File: src/rtl/lsu_initiator.sv
// Load/store initiator: turns CPU byte/half/word accesses into word-aligned
// valid/ready memory transactions, using read-modify-write for sub-word stores.
module lsu_initiator #(
  parameter logic [31:0] BASE  = 32'h0000_2000,
  parameter int          WORDS = 512
) (
  input  logic        clk,
  input  logic        rst,
  input  logic        req_i,
  input  logic        is_store_i,
  input  logic [1:0]  size_i,
  input  logic        unsigned_ld_i,
  input  logic [31:0] addr_i,
  input  logic [31:0] wdata_i,
  output logic        stall_o,
  output logic [31:0] rdata_o,
  output logic        done_o,
  output logic        err_o,
  output logic        m_valid_o,
  output logic        m_we_o,
  output logic [31:0] m_addr_o,
  output logic [31:0] m_wdata_o,
  input  logic        m_ready_i,
  input  logic [31:0] m_rdata_i
);

  typedef enum logic [1:0] {IDLE, READ, WRITE, RESP} state_t;

  localparam logic [32:0] LIMIT = {1'b0, BASE} + 33'(4 * WORDS);

  state_t      state_q;
  logic [1:0]  lane_q;
  logic [1:0]  size_q;
  logic        store_q;
  logic        unsigned_q;
  logic [15:0] wdata_q;

  logic badAlign;
  logic outOfRange;
  logic reqError;

  always_comb begin
    badAlign = 1'b0;
    case (size_i)
      2'b01:   badAlign = addr_i[0];
      2'b10:   badAlign = (addr_i[1:0] != 2'b00);
      2'b11:   badAlign = 1'b1;
      default: badAlign = 1'b0;
    endcase
    outOfRange = (addr_i < BASE) || ({1'b0, addr_i} >= LIMIT);
    reqError   = badAlign | outOfRange;
  end

  assign stall_o = (state_q == READ) || (state_q == WRITE) || ((state_q == IDLE) && req_i);

  function automatic logic [31:0] extractLoad(input logic [31:0] word, input logic [1:0] lane,
                                              input logic [1:0] size, input logic uns);
    logic [7:0]  b;
    logic [15:0] h;
    logic [31:0] r;
    case (lane)
      2'd0:    b = word[7:0];
      2'd1:    b = word[15:8];
      2'd2:    b = word[23:16];
      default: b = word[31:24];
    endcase
    h = lane[1] ? word[31:16] : word[15:0];
    case (size)
      2'b00:   r = uns ? {24'b0, b} : {{24{b[7]}}, b};
      2'b01:   r = uns ? {16'b0, h} : {{16{h[15]}}, h};
      default: r = word;
    endcase
    return r;
  endfunction

  function automatic logic [31:0] mergeStore(input logic [31:0] word, input logic [1:0] lane,
                                             input logic [1:0] size, input logic [15:0] wd);
    logic [31:0] r;
    r = word;
    if (size == 2'b00) begin
      case (lane)
        2'd0:    r[7:0]   = wd[7:0];
        2'd1:    r[15:8]  = wd[7:0];
        2'd2:    r[23:16] = wd[7:0];
        default: r[31:24] = wd[7:0];
      endcase
    end else if (lane[1]) begin
      r[31:16] = wd;
    end else begin
      r[15:0] = wd;
    end
    return r;
  endfunction

  // done/err default low so every RESP entry yields a single-cycle pulse
  always_ff @(posedge clk) begin
    if (rst) begin
      state_q    <= IDLE;
      lane_q     <= 2'b00;
      size_q     <= 2'b00;
      store_q    <= 1'b0;
      unsigned_q <= 1'b0;
      wdata_q    <= 16'b0;
      m_valid_o  <= 1'b0;
      m_we_o     <= 1'b0;
      m_addr_o   <= 32'b0;
      m_wdata_o  <= 32'b0;
      rdata_o    <= 32'b0;
      done_o     <= 1'b0;
      err_o      <= 1'b0;
    end else begin
      done_o <= 1'b0;
      err_o  <= 1'b0;
      case (state_q)
        IDLE: begin
          if (req_i) begin
            lane_q     <= addr_i[1:0];
            size_q     <= size_i;
            store_q    <= is_store_i;
            unsigned_q <= unsigned_ld_i;
            wdata_q    <= wdata_i[15:0];
            if (reqError) begin
              state_q <= RESP;
              done_o  <= 1'b1;
              err_o   <= 1'b1;
              rdata_o <= 32'b0;
            end else begin
              m_valid_o <= 1'b1;
              m_addr_o  <= {addr_i[31:2], 2'b00};
              if (is_store_i && (size_i == 2'b10)) begin
                state_q   <= WRITE;
                m_we_o    <= 1'b1;
                m_wdata_o <= wdata_i;
              end else begin
                state_q <= READ;
                m_we_o  <= 1'b0;
              end
            end
          end
        end
        READ: begin
          if (m_ready_i) begin
            if (store_q) begin
              state_q   <= WRITE;
              m_we_o    <= 1'b1;
              m_wdata_o <= mergeStore(m_rdata_i, lane_q, size_q, wdata_q);
            end else begin
              state_q   <= RESP;
              m_valid_o <= 1'b0;
              done_o    <= 1'b1;
              rdata_o   <= extractLoad(m_rdata_i, lane_q, size_q, unsigned_q);
            end
          end
        end
        WRITE: begin
          if (m_ready_i) begin
            state_q   <= RESP;
            m_valid_o <= 1'b0;
            m_we_o    <= 1'b0;
            done_o    <= 1'b1;
            rdata_o   <= 32'b0;
          end
        end
        RESP: begin
          state_q <= IDLE;
        end
        default: begin
          state_q <= IDLE;
        end
      endcase
    end
  end

endmodule
File: config.mk
export PLATFORM = sky130hd
export DESIGN_NAME = lsu_initiator
export DESIGN_NICKNAME = d
export VERILOG_FILES = /design/src/rtl/lsu_initiator.sv
export SDC_FILE = /design/constraint.sdc
export NUM_CORES = 1
export LEC_CHECK = 0
export ABC_AREA = 1
export CORE_UTILIZATION = 52
export DETAILED_ROUTE_END_ITERATION = 6
export HOLD_SLACK_MARGIN = 0.06
export PLACE_DENSITY = 0.95
export SYNTH_ARGS = -nofsm -noshare
export SYNTH_HDL_FRONTEND = slang
export SYNTH_SLANG_ARGS = --single-unit
File: constraint.sdc
create_clock -name clk -period 3.43 [get_ports clk]
set_input_delay 0.686 -clock clk [delete_from_list [all_inputs] [get_ports clk]]
set_output_delay 0.686 -clock clk [all_outputs]
set_load 0.03 [all_outputs]
* After elaboration in Yosys (flattened, before gate mapping) *
Index checks and enable logic that the tools add are counted.

word-level totals
  logic and storage cells = 105
  bits of input ports = 104
  bits in registers = 122
  output and inout bits = 101

cells by class
  order comparisons = 2
  eq/ne operators = 17
  multiplexer cells = 50
  reductions and logical operators = 20
  bitwise gates (word level) = 3

operators with widths
  operator                count
  $mux W32                13
  $pmux W32 S2            2
  $pmux W32 S3            1
  $mux W16                3
  $ge A32 B14 Y1 const B  1
  $lt A32 B14 Y1 const B  1
  $mux W8                 4
  $pmux W8 S3             1
  $reduce_and A6 Y1       4
  $mux W1                 16
  $ne A2 B2 Y1 const B    7
  $pmux W1 S3             4
  $eq A2 B2 Y1 const B    5
  $mux W2                 5
  $eq A2 B1 Y1 const B    4
  $pmux W2 S4             1
  $logic_not A2 Y1        3
  $reduce_and A3 Y1       2
  $reduce_bool A2 Y1      2
  $logic_or A1 B1 Y1      3
  $reduce_bool A3 Y1      1
  $reduce_or A3 Y1        1
  $logic_and A1 B1 Y1     2
  $ne A2 B1 Y1 const B    1
  other kinds (4)         5

* Logic depth before layout (Yosys ltp) *
Gate-level depths: netlist of run 1.

  depth after elaboration = 7
  depth in mapped cells = 12
  depth with buffers taken out = 11

* Worst setup path after synthesis of run 1 *
Ideal clock, no wire load.

  path type = flip-flop to output port
  from = register state_q[0]
  to = output stall_o
  arrival = 1.418 ns
  buffers on the path = 2
  path slack = 1.326 ns
  required time = 2.744 ns
  cell stages (with the launch flop) = 7
  cell sequence = dfxtp_1 -> inv_1 -> ha_1 -> buf_2 -> nand2_1 -> clkbuf_1 -> nand2_1

between the ends
  cells in the longest elaborated chain, start to end = 3
  elaborated cells on any way between the ends = 6
  classes of those cells = eq/ne (2); reduce/logical (4)

ends and longest elaborated chain
  element                                                    line  RTL
  start, declared                                            31    state_t state_q;
  start signal, assigned                                     98    state_q <= IDLE;
  start signal, assigned                                     123   state_q <= RESP;
  start signal, assigned                                     131   state_q <= WRITE;
  $eq A2 B1 Y1 (tied with other cells)                       54    assign stall_o = (state_q == READ) || (state_q == WRITE) || ((state_q == IDLE) && req_i);
  $logic_or A1 B1 Y1 or $logic_and A1 B1 Y1 (tied branches)  54
  $logic_or A1 B1 Y1 (*)                                     54
  end, declared                                              15    output logic stall_o,

Every way passes the cells marked *; elsewhere a longest branch is shown, timed or not.

* Final worst setup path of run 1 *
  from = input addr_i[0]
  to = register m_wdata_o[31]

between the ends
  cells in the longest elaborated chain, start to end = 5
  elaborated cells on any way between the ends = 8
  classes of those cells = order compare (2); eq/ne (1); mux (1); bitwise (1); reduce/logical (3)

ends and longest elaborated chain
  element                                            line    RTL
  start, declared                                    13      input logic [31:0] addr_i,
  $lt A32 B14 Y1 (tied with other cells)             50      outOfRange = (addr_i < BASE) || ({1'b0, addr_i} >= LIMIT);
  $logic_or A1 B1 Y1 or $pmux W1 S3 (tied branches)  50, 44
  $or A1 B1 Y1 (*)                                   51      reqError = badAlign | outOfRange;
  $ne A2 B2 Y1 (no line) (*)                         -
  $reduce_and A6 Y1 (no line) (*)                    -
  end signal, assigned                               133     m_wdata_o <= wdata_i;
  end signal, assigned                               146     m_wdata_o <= mergeStore(m_rdata_i, lane_q, size_q, wdata_q);
  end, declared                                      22      output logic [31:0] m_wdata_o,

Marked as above.
A chain may end at the register's enable or synchronous reset.

==> summary.md, run 1 <==
The run finished with clean final reports. Worst min-delay path category: flop to flop. TritonCTS built the clock tree.

The most instantiated flip-flop cell in the synthesis netlist is sky130_fd_sc_hd__dfxtp_1. For the sum of internal, switching and leakage power, the log shows 8.00 mW. The worst hold path begins at m_addr_o[23].

For the number of violations reported at the end of detailed-routing iteration 0, the log shows 1050. Along the worst path, the maximum fanout reaches 22. For the final database, setup skew stands at 0.00900 ns.

The portion of the clock cycle consumed by the worst path in the final layout was 0.718; the count of unique library cells instantiated by Yosys was 32. The flop-to-flop setup slack is 1.00 ns. Subtracting the final worst setup slack from the clock period gives 2.46 ns. Number of rows in the core area: 41. Across the VDD grid, the largest voltage drop is 459 uV. The number of enable-type register cells in the synthesized netlist came out at 0.

During synthesis, Yosys emitted a total of 0 warnings. The initial antenna violation count came out at 0. The congestion estimate from routability-driven global placement came to 0.958.

Counting the fill cells in the layout gives 993. The placeable core area is 12800 um^2. Antenna diode instance count: 0.

The worst endpoint data arrival time came out at 2.83 ns. During I/O placement, the number of pins put on the boundary was 205. The floorplan step set the die height to 117 um. STA classifies the critical path startpoint as an input port. After global routing the overflow that remains totals 0.

In this run the static leakage power is 4.08 nW. Synthesis produced 1093 cells. The die area was 13700 um^2.

The share of cells above drive strength 1 is 0.0513. No sink is reached through more buffers than the 2 on the longest clock path. The tools report the number of global-route vias before repair as 7570. For this design, the CTS-stage hold fixing added 0 buffers. STA classifies the critical path endpoint as a flop. The depth of the most critical reg-to-reg path was 10. Setup repair after global routing left no endpoint under its margin.

The number of maximum-capacitance constraint violations was 0; the mean instance size in the synthesized netlist was 6.30 um^2. The required time at the worst-slack endpoint came out at 3.80 ns. The endpoint identified for the worst register-to-register timing path is rdata_o[26]. The measured slew at the worst slew-check pin came out at 1.03 ns. The largest net degree at the start of global routing is 70, and the highest attainable clock frequency is 406 MHz.

Port buffering added 202 buffers. From left edge to right edge, the die measures 117 um. For the count of final hold-check violations, the log shows 0. After routing, the total negative slack on setup checks comes to 0 ns. The tree built by TritonCTS fans out to 122 sinks. The path with the worst hold slack has its endpoint at m_addr_o[23].

Clock-pin slew was measured on the worst setup and hold paths at 0.06 ns. The logs give 0.539 for the initial core utilization and 6 for the total iterations of the first detailed-routing run. The clock tree synthesis step divided the H-tree into 4 levels.

The number of pins with negative max-slew slack in the final report is 0, and the number of buffers added by the clock tree synthesis step is 17. In the routed design, unresolved DRC markers number 0. For the routed wire length, the log shows 24200 um. Using the TritonRoute via totals, the vias-per-cell ratio works out to 5.64. Gates resized during post-CTS repair numbered 0. At the end of the flow, the number of nets in the layout was 1362.

In this run the remaining antenna-violating nets after routing total 0. Once detailed placement completed, the half-perimeter wirelength came to 16900 um. Detailed routing inserted a total of 8109 vias.

Relative to the synthesized area, the layout overhead comes to 38.2%. The relative max-transition margin was 0.316. The total routing resource utilization after global routing was 0.361. Dividing the detail-routed wire length by the instance count gives 16.8 um. The insertion delay to the later sink of the worst-skew pair is 0.43 ns, and the count of state elements after synthesis is 122.

Post-CTS timing repair inserted 0 buffers for setup. Along the worst hold path, the cell count comes to 2. Power spread over the standard cell area amounts to 840 nW/um^2.

The first global-routing pass estimated 37300 um of wire. Worst reg2reg path startpoint: state_q[1]. The post-synthesis async set-or-reset flop share came out at 0.

CTS placed an instance of sky130_fd_sc_hd__clkbuf_16 at the clock tree root. The cell area that synthesis handed to floorplanning was 6890 um^2. The startpoint-to-endpoint class of the critical path is input port to flop.

The number of setup violations in the final report was 0. Sequential area share after synthesis: 0.354.
==> area by class of cell <==
cell class              instances  area [um^2]  share of cell area
multi-input cells             766         3620               0.381
flip-flops and latches        122         2440               0.257
repair buffers                218         2130               0.224
inverters                     129          484              0.0509
clock buffers                  19          453              0.0476
well taps                     172          215              0.0226
clock inverters                13          166              0.0175
==> report_power, final <==
group,switching [mW],internal [mW]
clock network,0.713,1.18
registers,0.225,1.76
logic,2.76,1.36
==> how the worst max path moves through the flow <==
stage,startpoint,to,slack (ns),cells past startpoint
after global placement,addr_i[0],m_wdata_o[8],0.69,13
after global routing,addr_i[0],m_wdata_o[5],0.73,13
after detailed placement,addr_i[0],m_wdata_o[19],0.59,13
after CTS,addr_i[0],m_wdata_o[31],1.01,13
final,addr_i[0],m_wdata_o[31],0.97,13
after floorplan,state_q[0],stall_o,1.33,6
==> flip-flops by register name (all words and copies together), names as in the netlist <==
register	cells
unsigned_q	1
size_q	2
rdata_o	32
store_q	1
m_valid_o	1
err_o	1
done_o	1
m_addr_o	30
wdata_q	16
lane_q	2
m_we_o	1
state_q	2
m_wdata_o	32
==> cells in the mapped netlist, types with 12 or more instances <==
cell / number / area [um^2]
sky130_fd_sc_hd__clkbuf_1: 35 / 131
sky130_fd_sc_hd__nand3_1: 124 / 621
sky130_fd_sc_hd__a21boi_1: 12 / 90.1
sky130_fd_sc_hd__inv_1: 126 / 473
sky130_fd_sc_hd__nand2_1: 266 / 998
sky130_fd_sc_hd__nand4_1: 49 / 307
sky130_fd_sc_hd__o21ai_0: 73 / 365
sky130_fd_sc_hd__o211ai_1: 33 / 248
sky130_fd_sc_hd__a21oi_1: 46 / 230
sky130_fd_sc_hd__buf_2: 29 / 145
sky130_fd_sc_hd__dfxtp_1: 122 / 2440
sky130_fd_sc_hd__nor2_1: 129 / 484
==> layer usage <==
layer | share of wire | vias to the layer above | GRT usage
met1 | 0.40 | 3673 | 0.441
met3 | 0.11 | 72 | 0.110
met5 | 0 | - | 0
met2 | 0.46 | 489 | 0.573
met4 | 0.042 | 0 | 0.195
li1 | - | 3875 | -
==> cell families after synthesis <==
family / Yosys count / synth area share
and+or+nand+nor: 577 / 0.363
buffers and inverters: 206 / 0.121
AOI/OAI and AO/OA: 183 / 0.154
DFF: 122 / 0.354
adders and majority gates: 4 / 0.00726
other: 1 / 0.000544
==> through the flow <==
stage | setup slack (ns) | cell area (um^2) | hold slack, ns | cells | util
after global placement | 0.686 | 8900 | 0.438 | 1407 | 0.697
after detailed placement | 0.590 | 8900 | 0.447 | 1407 | 0.697
after CTS | 1.01 | 9520 | 0.458 | 1439 | 0.745
after floorplan | 1.33 | 6890 | 0.444 | 1094 | -
final | 0.966 | 9520 | 0.459 | 1439 | 0.745
after global routing | 0.733 | 9520 | 0.479 | 1439 | 0.745
==> placed cells by master (no fill, tap or decap), types with 2 or more instances in the layout <==
cell                              Yosys  layout
sky130_fd_sc_hd__ha_1                 4       3
sky130_fd_sc_hd__a21oi_1             46      46
sky130_fd_sc_hd__clkinv_4             0       3
sky130_fd_sc_hd__o22ai_1              4       4
sky130_fd_sc_hd__bufinv_16            0       3
sky130_fd_sc_hd__nand4_1             49      49
sky130_fd_sc_hd__clkbuf_8             0       2
sky130_fd_sc_hd__a21boi_0             4       4
sky130_fd_sc_hd__buf_4                4      17
sky130_fd_sc_hd__o21ai_0             73      73
sky130_fd_sc_hd__nand3_1            124     124
sky130_fd_sc_hd__inv_2                3       3
sky130_fd_sc_hd__o211ai_1            33      33
sky130_fd_sc_hd__nand3_4              2       2
sky130_fd_sc_hd__inv_6                0       2
sky130_fd_sc_hd__a21boi_1            12      12
sky130_fd_sc_hd__clkdlybuf4s50_1      0     200
sky130_fd_sc_hd__dfxtp_1            122     121
sky130_fd_sc_hd__nand2_1            266     266
sky130_fd_sc_hd__conb_1               1       2
sky130_fd_sc_hd__clkbuf_16            0      17
sky130_fd_sc_hd__nor2_1             129     128
sky130_fd_sc_hd__clkinv_2             0       2
sky130_fd_sc_hd__nor2_2               1       2
sky130_fd_sc_hd__o21ai_1              8       8
sky130_fd_sc_hd__clkinvlp_4           0       3
sky130_fd_sc_hd__inv_1              126     126
==> critical path, stage by stage <==
cell and delay, ns:
sky130_fd_sc_hd__clkdlybuf4s50_1 0.49, sky130_fd_sc_hd__nor2_1 0.14, sky130_fd_sc_hd__nand2_1 0.05, sky130_fd_sc_hd__o21ai_1 0.08, sky130_fd_sc_hd__inv_1 0.06, sky130_fd_sc_hd__nor2_1 0.16
sky130_fd_sc_hd__nand2_1 0.10, sky130_fd_sc_hd__nand2_1 0.11, sky130_fd_sc_hd__nand3_1 0.35, sky130_fd_sc_hd__buf_4 0.37, sky130_fd_sc_hd__nand2_1 0.09, sky130_fd_sc_hd__nand2_1 0.05
sky130_fd_sc_hd__nor2_1 0.09
(Power assumes the default switching activity.)
==> inputs of run 2 (changes only) <==
--- a/config.mk
+++ b/config.mk
@@ -6,10 +6,10 @@
 export NUM_CORES = 1
 export LEC_CHECK = 0
 export ABC_AREA = 1
-export CORE_UTILIZATION = 52
+export CORE_UTILIZATION = 43
 export DETAILED_ROUTE_END_ITERATION = 6
 export HOLD_SLACK_MARGIN = 0.06
-export PLACE_DENSITY = 0.95
+export PLACE_DENSITY = 0.86
 export SYNTH_ARGS = -nofsm -noshare
 export SYNTH_HDL_FRONTEND = slang
 export SYNTH_SLANG_ARGS = --single-unit
==> constraint.sdc (replaced) <==
create_clock -name clk -period 2.2 [get_ports clk]
set_input_delay 0.44 -clock clk [delete_from_list [all_inputs] [get_ports clk]]
set_output_delay 0.44 -clock clk [all_outputs]
set_load 0.03 [all_outputs]
==> run 2 against run 1 <==
Highest routed layer unchanged. Setup slack got worse by 0.82 ns. Power is 58% higher. Die area grew 21%.
==> summary.md, run 2 (synthesis results as in run 1) <==
The run finished with clean final reports. The share of cells above drive strength 1 was 0.0696 (was 0.0513); the relative contribution of combinational cells to total power was 0.530 (was 0.515). The number of setup violations in the final report is 0 (unchanged). The detail-routed net length per standard cell is 15.3 um (was 16.8 um), and the number of violations reported at the end of detailed-routing iteration 0 is 761 (was 1050).

The logs give 2 (unchanged) for the clock tree buffer depth and 0 (unchanged) for the number of design rule violations left after detail routing. The run gives 0 (unchanged) as the initial antenna violation count. The logs give 7175 (was 7570) for the number of global-route vias before repair and 0 (unchanged) for the antenna diode instance count. Setup repair after global routing left no endpoint under its margin. The run gives 45 (was 41) as the number of rows in the core area. The run gives 1388 (was 1362) as the final layout net count. Relative max-transition margin: 0.584 (was 0.316). The via count was 7981 (was 8109). The tools report the insertion delay to the later sink of the worst-skew pair as 0.42 ns (was 0.43 ns).

The placeable core area came out at 15400 um^2 (was 12800 um^2). The maximum net fanout on the critical path works out to 10 (was 22). The run gives 16500 um^2 (was 13700 um^2) as the die area. The tools report the reg-to-reg endpoint as m_wdata_o[2] (was rdata_o[26]). The logs give 0 (unchanged) for the number of gates resized after cts and 17 (unchanged) for the number of buffers added by the clock tree synthesis step. The required time at the worst-slack endpoint was 1.76 ns (was 3.80 ns); the initial core utilization was 0.447 (was 0.539). Count of input and output buffers: 202 (unchanged). The post-route antenna net violation count came out at 0 (unchanged).

The worst hold path endpoint is m_addr_o[20] (was m_addr_o[23]). The number of top-level pins came out at 205 (unchanged). The portion of the clock cycle consumed by the worst path in the final layout was 0.933; the cell area power density was 1290 nW/um^2 (was 840 nW/um^2).

The run gives 0.244 (was 0.248) as the sequential fraction of design power. The depth of the most critical reg-to-reg path works out to 9 (was 10). The standby leakage power came out at 4.22 nW (was 4.08 nW). Detailed placer's ending HPWL: 17200 um (was 16900 um). The tools report the source of the worst hold timing path as m_addr_o[20] (was m_addr_o[23]).

The post-CTS setup buffer count is 0 (unchanged). The switching share of power was 0.447 (was 0.462). The run gives 0 (unchanged) as the number of pins with negative max-slew slack in the final report. Signed area change from the synthesized netlist to the final layout: 42.7% (was 38.2%). The total iterations of the first detailed-routing run was 5 (was 6).

The worst reg2reg path startpoint was state_q[1] (unchanged). Regs by FF count: m_wdata_o (32), rdata_o (32), m_addr_o (30) (unchanged). The largest net degree at the start of global routing is 54 (was 70), and the internal power is 7.01 mW (was 4.30 mW).

The run gives 971 uV (was 459 uV) as the peak supply drop. For the remaining global-route overflow, the log shows 0 (unchanged). The part of the total power dissipated in the clock network was 0.226 (was 0.237); the die outline height was 129 um (was 117 um). Measured slew at the worst slew-check pin: 0.621 ns (was 1.03 ns).

The most common library cell in the layout ignoring fill and taps is sky130_fd_sc_hd__nand2_1 (unchanged). TritonCTS built the clock tree. Worst min-delay path category: flop to flop (unchanged). The run gives 122 (unchanged) as the number of sinks driven by the clock tree. For the finished layout, the period the worst path requires is 2.05 ns.

The tools report the sum of internal, switching and leakage power as 12.7 mW (was 8.00 mW). The worst hold path stage count works out to 2 (unchanged). The flop-to-flop setup slack is 0.25 ns (was 1.00 ns). For the placer congestion estimate, the log shows 0.959 (was 0.958).

The worst endpoint data arrival time is 1.61 ns (was 2.83 ns), and the final setup TNS is 0 ns (unchanged). The logs give 4 (unchanged) for the depth of the CTS H-tree and 36200 um (was 37300 um) for the first-pass GRT wire length. Highest-count cells in the layout ignoring fill and taps: 266 x sky130_fd_sc_hd__nand2_1, 200 x sky130_fd_sc_hd__clkdlybuf4s50_1, 128 x sky130_fd_sc_hd__nor2_1 (unchanged). The via-per-instance ratio was 5.31 (was 5.64). Startpoint-to-endpoint class of the critical path: flop to output pin (was input port to flop). The x dimension of the die is 129 um (was 117 um), and the total routing resource utilization after global routing is 0.280 (was 0.361). The clock transition at the register clock pins on the worst setup and hold paths after CTS is 0.06 ns (about the same).

The kind of end point of the critical path was an output pin (was a flop). The routed wire length is 23000 um (was 24200 um). Kind of start point of the critical path: a flop (was an input port).

The clock skew is 0.00746 ns (was 0.00900 ns), and the count of final hold-check violations is 0 (unchanged). The total of hold buffers inserted after clock tree synthesis was 0 (unchanged); the highest attainable clock frequency was 487 MHz. The net switching power of the design is 5.66 mW (was 3.69 mW). Master cell of the clock root buffer: sky130_fd_sc_hd__clkbuf_16 (unchanged). The number of maximum-capacitance constraint violations is 0 (unchanged).
==> run 2: final cells by class <==
| class | count | area (um^2) |
|---|---|---|
| Tap cell | 211 | 264 |
| Sequential cell | 122 | 2440 |
| Multi-Input combinational cell | 766 | 3620 |
| Clock buffer | 19 | 443 |
| Fill cell | 1387 | 5600 |
| Timing Repair Buffer | 244 | 2400 |
| Inverter | 129 | 484 |
| Clock inverter | 13 | 165 |
==> run 2: power groups by stage <==
stage          combinational, mW  sequential [mW]  clock, mW
3_5_place_dp                6.58             3.12          0
3_3_place_gp                6.49             3.10          0
2_1_floorplan               3.68             3.78          0
4_1_cts                     6.64             3.08       2.90
5_1_grt                     7.31             3.15       2.99
6_report                    6.72             3.09       2.86
==> run 2: worst max path at each step <==
| stage | start | to | slack (ns) | cells after the start |
|---|---|---|---|---|
| after global routing | state_q[0] | stall_o | 0.04 | 5 |
| after global placement | size_i[0] | rdata_o[17] | -0.03 | 12 |
| after floorplan | state_q[0] | stall_o | 0.34 | 6 |
| final | state_q[0] | stall_o | 0.15 | 5 |
| after detailed placement | addr_i[0] | rdata_o[16] | -0.09 | 12 |
| after CTS | state_q[0] | stall_o | 0.12 | 5 |
==> run 2: layer usage <==
metal  GRT usage  up-vias  part of all wire
met5           0        -                 0
met4       0.118        0             0.031
met3      0.0578       48             0.087
met2       0.451      403              0.45
met1       0.363     3602              0.43
li1            -     3928                 -
==> run 2: through the flow <==
stage               hold WS, ns  setup WS, ns   util  area [um^2]  cells
finish                    0.450         0.147  0.637         9830   1504
global route              0.471        0.0390  0.637         9830   1504
CTS                       0.452         0.124  0.637         9830   1504
detailed placement        0.442       -0.0923  0.598         9220   1472
global placement          0.437       -0.0349  0.598         9220   1472
floorplan                 0.444         0.342      -         6890   1094
==> run 2: critical path: stages, from the launching register on <==
cell	delay, ns
sky130_fd_sc_hd__dfxtp_1	0.32
sky130_fd_sc_hd__inv_1	0.11
sky130_fd_sc_hd__ha_1	0.34
sky130_fd_sc_hd__nand2_1	0.15
sky130_fd_sc_hd__nand2_1	0.12
sky130_fd_sc_hd__buf_4	0.16
